==> src/rtl/axil_cmd_master.sv <==
// axil_cmd_master: single-outstanding command/response to AXI4-Lite master bridge.
// Define AXIL_CMD_MASTER_TIMEOUT_EN to build the sticky slave-wait timeout flag.
`ifndef AXI_ADDR_WIDTH
`define AXI_ADDR_WIDTH 32
`endif
`ifndef AXI_DATA_WIDTH
`define AXI_DATA_WIDTH 32
`endif
`ifndef AXI_STROBE_WIDTH
`define AXI_STROBE_WIDTH 4
`endif
`ifndef AXI_RESP_WIDTH
`define AXI_RESP_WIDTH 2
`endif
module axil_cmd_master #(
  parameter int TIMEOUT_CYCLES = 1024
) (
  input  logic                         CLK,
  input  logic                         RST,
  input  logic                         cmd_valid,
  output logic                         cmd_ready,
  input  logic                         cmd_write,
  input  logic [`AXI_ADDR_WIDTH-1:0]   cmd_addr,
  input  logic [`AXI_DATA_WIDTH-1:0]   cmd_wdata,
  input  logic [`AXI_STROBE_WIDTH-1:0] cmd_wstrb,
  output logic                         rsp_valid,
  input  logic                         rsp_ready,
  output logic                         rsp_write,
  output logic [`AXI_DATA_WIDTH-1:0]   rsp_rdata,
  output logic [`AXI_RESP_WIDTH-1:0]   rsp_resp,
  output logic                         M_AXI_AWVALID,
  input  logic                         M_AXI_AWREADY,
  output logic [`AXI_ADDR_WIDTH-1:0]   M_AXI_AWADDR,
  output logic [2:0]                   M_AXI_AWPROT,
  output logic                         M_AXI_WVALID,
  input  logic                         M_AXI_WREADY,
  output logic [`AXI_DATA_WIDTH-1:0]   M_AXI_WDATA,
  output logic [`AXI_STROBE_WIDTH-1:0] M_AXI_WSTRB,
  input  logic                         M_AXI_BVALID,
  output logic                         M_AXI_BREADY,
  input  logic [`AXI_RESP_WIDTH-1:0]   M_AXI_BRESP,
  output logic                         M_AXI_ARVALID,
  input  logic                         M_AXI_ARREADY,
  output logic [`AXI_ADDR_WIDTH-1:0]   M_AXI_ARADDR,
  output logic [2:0]                   M_AXI_ARPROT,
  input  logic                         M_AXI_RVALID,
  output logic                         M_AXI_RREADY,
  input  logic [`AXI_DATA_WIDTH-1:0]   M_AXI_RDATA,
  input  logic [`AXI_RESP_WIDTH-1:0]   M_AXI_RRESP,
  output logic                         busy,
  output logic                         timeout
);
  typedef enum logic [2:0] {IDLE, WRITE, WRESP, RADDR, RDATA, RESP} state_t;
  state_t state;
  logic [`AXI_ADDR_WIDTH-1:0] addr_q;
  logic aw_done, w_done, aw_hs, w_hs;
  assign aw_hs = M_AXI_AWVALID & M_AXI_AWREADY;
  assign w_hs = M_AXI_WVALID & M_AXI_WREADY;
  assign M_AXI_AWADDR = addr_q;
  assign M_AXI_ARADDR = addr_q;
  assign M_AXI_AWPROT = 3'b000;
  assign M_AXI_ARPROT = 3'b000;
  always_ff @(posedge CLK or posedge RST) begin
    if (RST) begin
      state <= IDLE;
      cmd_ready <= 1'b0;
      busy <= 1'b0;
      addr_q <= '0;
      M_AXI_WDATA <= '0;
      M_AXI_WSTRB <= '0;
      M_AXI_AWVALID <= 1'b0;
      M_AXI_WVALID <= 1'b0;
      M_AXI_BREADY <= 1'b0;
      M_AXI_ARVALID <= 1'b0;
      M_AXI_RREADY <= 1'b0;
      aw_done <= 1'b0;
      w_done <= 1'b0;
      rsp_valid <= 1'b0;
      rsp_write <= 1'b0;
      rsp_rdata <= '0;
      rsp_resp <= '0;
    end else begin
      case (state)
        IDLE: begin
          cmd_ready <= 1'b1;
          if (cmd_valid && cmd_ready) begin
            addr_q <= cmd_addr;
            M_AXI_WDATA <= cmd_wdata;
            M_AXI_WSTRB <= cmd_wstrb;
            rsp_write <= cmd_write;
            cmd_ready <= 1'b0;
            busy <= 1'b1;
            state <= cmd_write ? WRITE : RADDR;
            M_AXI_AWVALID <= cmd_write;
            M_AXI_WVALID <= cmd_write;
            M_AXI_ARVALID <= !cmd_write;
          end
        end
        WRITE: begin
          if (aw_hs) begin
            M_AXI_AWVALID <= 1'b0;
            aw_done <= 1'b1;
          end
          if (w_hs) begin
            M_AXI_WVALID <= 1'b0;
            w_done <= 1'b1;
          end
          if ((aw_done || aw_hs) && (w_done || w_hs)) begin
            aw_done <= 1'b0;
            w_done <= 1'b0;
            M_AXI_BREADY <= 1'b1;
            state <= WRESP;
          end
        end
        WRESP: begin
          if (M_AXI_BVALID && M_AXI_BREADY) begin
            M_AXI_BREADY <= 1'b0;
            rsp_resp <= M_AXI_BRESP;
            rsp_rdata <= '0;
            rsp_valid <= 1'b1;
            state <= RESP;
          end
        end
        RADDR: begin
          if (M_AXI_ARVALID && M_AXI_ARREADY) begin
            M_AXI_ARVALID <= 1'b0;
            M_AXI_RREADY <= 1'b1;
            state <= RDATA;
          end
        end
        RDATA: begin
          if (M_AXI_RVALID && M_AXI_RREADY) begin
            M_AXI_RREADY <= 1'b0;
            rsp_rdata <= M_AXI_RDATA;
            rsp_resp <= M_AXI_RRESP;
            rsp_valid <= 1'b1;
            state <= RESP;
          end
        end
        RESP: begin
          if (rsp_ready) begin
            rsp_valid <= 1'b0;
            busy <= 1'b0;
            cmd_ready <= 1'b1;
            state <= IDLE;
          end
        end
        default: state <= IDLE;
      endcase
    end
  end
`ifdef AXIL_CMD_MASTER_TIMEOUT_EN
  localparam int CW = $clog2(TIMEOUT_CYCLES + 1);
  logic [CW-1:0] cnt;
  logic waiting;
  assign waiting = state inside {WRITE, WRESP, RADDR, RDATA};
  // Counter saturates so a very long stall cannot wrap; the flag itself is sticky.
  always_ff @(posedge CLK or posedge RST) begin
    if (RST) begin
      cnt <= '0;
      timeout <= 1'b0;
    end else begin
      cnt <= (state == IDLE) ? '0 : (!waiting || cnt == CW'(TIMEOUT_CYCLES)) ? cnt : cnt + 1'b1;
      if (waiting && cnt == CW'(TIMEOUT_CYCLES - 1)) timeout <= 1'b1;
    end
  end
`else
  logic unused_timeout_cycles;
  assign unused_timeout_cycles = ^TIMEOUT_CYCLES;
  assign timeout = 1'b0;
`endif
endmodule

==> config.mk <==
export PLATFORM = sky130hd
export DESIGN_NAME = axil_cmd_master
export DESIGN_NICKNAME = d
export VERILOG_FILES = /design/src/rtl/axil_cmd_master.sv
export SDC_FILE = /design/constraint.sdc
export NUM_CORES = 1
export LEC_CHECK = 0
export BUFFER_PORTS_ARGS = -buffer_cell sky130_fd_sc_hd__buf_2
export CORE_MARGIN = 1
export CORE_UTILIZATION = 30
export DETAILED_ROUTE_END_ITERATION = 7
export PLACE_DENSITY_LB_ADDON = 0.25
export SYNTH_ARGS = -nofsm -noshare
export SYNTH_HDL_FRONTEND = slang
export SYNTH_SLANG_ARGS = --single-unit
export TNS_END_PERCENT = 20
==> constraint.sdc <==
create_clock -name CLK -period 6.2 [get_ports CLK]
set_input_delay 1.55 -clock CLK [delete_from_list [all_inputs] [get_ports CLK]]
set_output_delay 1.55 -clock CLK [all_outputs]
set_load 0.01 [all_outputs]
## After elaboration in Yosys (flattened, before gate mapping)

Cells that the tools add are included.

- Flip-flop bits (word level): 116
- Bits in latches: 0
- Bits in writable memories: 0
- ROM bits: 0
- Input port bits: 114
- Output and inout bits: 150
- Memories kept: 0

- $add $sub $neg: 0
- Multiply operators: 0
- Div/mod/pow operators: 0
- Magnitude comparators: 0
- Equality and inequality tests: 13
- Shift-type cells: 0
- Muxes and demuxes: 41
- Bitwise logic cells: 2
- Reductions and logical operators: 31

Operator list:

| operator | count |
|---|---|
| 32-bit two-way mux | 2 |
| 32-bit case mux with 2 select lines | 1 |
| 3-bit AND reduction | 7 |
| 1-bit two-way mux | 19 |
| 3-bit two-way mux | 6 |
| 3-bit case mux with 6 select lines | 1 |
| 2-bit != test, second input constant | 8 |
| 2-bit nonzero test | 8 |
| 1-bit case mux with 2 select lines | 7 |
| 2-bit AND reduction | 4 |
| 3-bit by 2-bit equality test with 1-bit output, second input constant | 2 |
| 3-bit equality test, second input constant | 2 |
| 2-bit two-way mux | 3 |
| 6-bit AND reduction | 1 |
| 1-bit logical AND | 5 |
| 2-bit case mux with 2 select lines | 1 |
| 4-bit AND reduction | 1 |
| 3-bit by 1-bit equality test with 1-bit output, second input constant | 1 |
| 3-bit logical NOT | 1 |
| 1-bit case mux with 3 select lines | 1 |
| 3-bit nonzero test | 1 |
| 1-bit bitwise AND | 2 |
| 1-bit logical OR | 2 |
| 1-bit logical NOT | 1 |

## Logic depth before layout (Yosys ltp)

- Word-level depth: 5
- Mapped depth: 6
- Depth with buffers taken out: 4

## Worst setup path before layout

No wires, ideal clock.

- Path kind: input to register
- From: input M_AXI_BVALID
- To: register state[1]
- Arrival: 2.685 ns
- Setup slack: 3.388 ns
- Cell stages on the path: 4
- Buffers on the path: 0
- Cell sequence: nand2_1 > a22o_1 > or4b_4 > mux2_1

- Word-level cells in the longest chain between the ends: 3

Ends and longest elaborated chain:

| item | RTL line | source |
|---|---|---|
| start, declared | 39 | `input logic M_AXI_BVALID,` |
| 1-bit logical AND | 116 | `if (M_AXI_BVALID && M_AXI_BREADY) begin` |
| 2-bit != test (no line) | n/a |  |
| 6-bit AND reduction (no line) | n/a |  |
| end signal, assigned | 93 | `state <= cmd_write ? WRITE : RADDR;` |
| end, declared | 54 | `state_t state;` |

Every way passes these cells.
A chain may end at the register's enable or synchronous reset.

## Final worst setup path

- From: input cmd_valid
- To: register addr_q[17] (netlist: M_AXI_ARADDR[17])

- Word-level cells in the longest chain between the ends: 2

Ends and longest elaborated chain:

| item | RTL line | source |
|---|---|---|
| start, declared | 20 | `input logic cmd_valid,` |
| 1-bit logical AND | 86 | `if (cmd_valid && cmd_ready) begin` |
| 2-bit AND reduction (no line) | n/a |  |
| end signal, assigned | 87 | `addr_q <= cmd_addr;` |
| end, declared | 55 | `` logic [`AXI_ADDR_WIDTH-1:0] addr_q; `` |

Every way passes these cells.

==> results.sh <==
export IMPL_fillCellCount=1568
export IMPL_fin_crit_sh_pct=46.22
export IMPL_fmax_ghz=0.3489
export IMPL_yosys_area_top_type="dfrtp_1"
export IMPL_synth_seq_cells=116
export IMPL_root_buffer="clkbuf_16"
export IMPL_ir_worst_vdd_v=0.0002725
export IMPL_worst_pin_slew_ns=0.9153
export IMPL_hold_path_startpoint="M_AXI_WDATA[21]"
export IMPL_wl_per_cell_um=14.03
export IMPL_power_density_nw_per_um2=576.6
export IMPL_cts_tree="yes"
export IMPL_cp_startpoint="cmd_valid"
export IMPL_fin_skew_ns=0.008270
export IMPL_drc=0
export IMPL_ys_flop_type="dfrtp_1"
export IMPL_critPathMaxFanout=74
export IMPL_relSlewSlack_pct=38.98
export IMPL_grt_max_degree=75
export IMPL_power_leakage_nw=3.467
export IMPL_synth_edf_count=0
export IMPL_cts_buffers=17
export IMPL_hold_buffers=0
export IMPL_critPathKind="in -> reg"
export IMPL_routed_wl_um=12120
export IMPL_cts_sinks=116
export IMPL_antenna_found_initial=0
export IMPL_cp_arrival_ns=3.15
export IMPL_synth_most_common_cell="dfrtp_1"
export IMPL_slowest_delay_ns=0.73
export IMPL_die_area_um2=17310
export IMPL_rsz0062_at_grt="no"
export IMPL_synth_top_area_share_pct=57.65
export IMPL_async_flop_share_pct=100.0
export IMPL_grt_usage_pct=14.40
export IMPL_yosys_warnings=0
export IMPL_io_buffers=256
export IMPL_crit_family="buffers and inverters"
export IMPL_cap_violations=0
export IMPL_layout_drive_gt1_share_pct=56.02
export IMPL_critPathRequiredTime_ns=6.49
export IMPL_outcome="finished, final reports clean"
export IMPL_rows=46
export IMPL_grt_pass1_vias=3789
export IMPL_synthTopCellsByArea="dfrtp_1 58%, mux2_2 15%, mux2i_1 7.0%"
export IMPL_dp_cells=832
export IMPL_finalNonFillerCells=864
export IMPL_final_setup_tns_ns=0
export IMPL_diodes=0
export IMPL_fp_dieW_um=131.6
export IMPL_grt_first_pass_wirelength_um=19620
export IMPL_clock_latency_ns=0.41
export IMPL_dpl_cell_area_um2=6260
export IMPL_cts_max_level=4
export IMPL_finalInstanceArea_um2=6920
export IMPL_worstPathCellList="buf_2 -> nand2_1 -> nor4_2 -> buf_4 -> mux2_2"
export IMPL_path_buf_inv=2
export IMPL_drv_slew=0
export IMPL_rr_startpoint="state[2]"
export IMPL_gp_congestion=0.7761
export IMPL_cts_path_max_buffers=2
export IMPL_hp_class="reg -> reg"
export IMPL_ctsResizeCount=0
export IMPL_vias=3745
export IMPL_syn_avg_cell_area_um2=12.34
export IMPL_start_util_pct=31.24
export IMPL_hold_violations=0
export IMPL_yosys_cell_types_count=28
export IMPL_postSynthCellCount=408
export IMPL_dp_hpwl_um=8555
export IMPL_cp_start_kind="input pin"
export IMPL_ios=264
export IMPL_crit_path_end_kind="register"
export IMPL_syn_cell_area_um2=5035
export IMPL_final_nets=749
export IMPL_fin_crit_ns=2.866
export IMPL_ys_seq_area_share_pct=57.65
export IMPL_synth_common_cells="116 x dfrtp_1, 68 x mux2_2, 46 x nand2_1"
export IMPL_die_height_um=131.6
export IMPL_cts_setup_buffers=0
export IMPL_overflow=0
export IMPL_detail_route_first_pass_iterations=4
export IMPL_finalPower_w=0.003990
export IMPL_dr_first_iter_drc_count=139
export IMPL_ant_nets=0
export IMPL_cts_reportedPaths_clkPinSlew_ns=0.05
export IMPL_synthToLayoutAreaGrowth_pct=37.45
export IMPL_via_per_inst=4.334
export IMPL_setup_viol=0
export IMPL_cp_slowest_cell="buf_4"
export IMPL_coreArea_um2=16120
==> sequential cells by signal, indices dropped and copies added (netlist names), 2 cells and up <==
register / count
M_AXI_ARADDR: 32
M_AXI_WDATA: 32
M_AXI_WSTRB: 4
rsp_rdata: 32
rsp_resp: 2
state: 3
==> cells in the final DEF (no fill, tap or decap), drive strengths merged, types with 2 or more instances in the layout <==
cell    count
buf       260
dfrtp     116
mux2       70
nand2      46
inv        38
mux2i      35
clkbuf     23
a21oi      14
o21ai       8
conb        7
bufinv      5
clkinv      3
nor3b       3
nand3b      2
a31oi       2
nor2        2
nor4        2
==> logic make-up (layout without fill, tap and decap cells) <==
family,after synthesis,in the layout,synth area share (%)
flops,116,116,57.65
mux,105,105,22.61
buf+inv,96,330,10.74
simple gates,58,58,5.069
compound gates,31,31,3.678
other cells,1,7,0.07448
xor+xnor,1,1,0.1740
==> power by group <==
part           switching [W]  leakage [nW]  internal (W)
logic               0.000796          1.71      0.000749
registers           0.000236          1.44       0.00112
clock network       0.000340         0.323      0.000754
total                0.00137          3.47       0.00262
==> layout make-up <==
cell class | count | area, um^2 | share of cell area [%]
timing repair buffer | 260 | 1311 | 18.95
clock buffer | 23 | 488.0 | 7.051
inverter | 38 | 145.1 | 2.097
tap | 216 | 270.3 | 3.905
multi-input combinational | 202 | 1630 | 23.56
sequential | 116 | 2903 | 41.95
clock inverter | 9 | 172.7 | 2.495
==> final timing paths <==
path,endpoint,slack [ns],cells after the start
setup / recovery,M_AXI_ARADDR[17],3.33,5
hold / removal,M_AXI_WDATA[21],0.50,1
setup reg to reg,rsp_rdata[2],3.83,6
hold reg to reg,M_AXI_WDATA[21],0.50,1
max in group asynchronous,M_AXI_WDATA[0],3.71,3
min in group asynchronous,M_AXI_ARADDR[0],1.33,2
==> worst reg2reg max path: stages (launching register included) <==
cell,delay [ns]
dfrtp_1,0.54
nor3b_2,0.24
buf_4,0.27
a22o_1,0.28
nor3_2,0.16
buf_4,0.51
mux2i_1,0.29
==> metrics by stage <==
step                util [%]  hold WS (ns)  worst slack (ns)
finish                 42.94        0.4997             3.334
floorplan                  -        0.4919             1.578
detailed placement     38.84        0.4899             2.921
CTS                    42.94        0.5021             3.356
global placement       38.84        0.4843             3.002
global route           42.94        0.5149             3.204
==> routing by layer <==
metal,vias up,track usage [%],share of wire [%],wire [um]
met5,-,0,0,0
met4,0,6.589,1.6,195
met3,14,4.282,6.1,741
met2,163,24.84,51,6239
met1,1803,16.31,41,4946
li1,1765,-,-,-
Power figures use the tool's default switching activity.
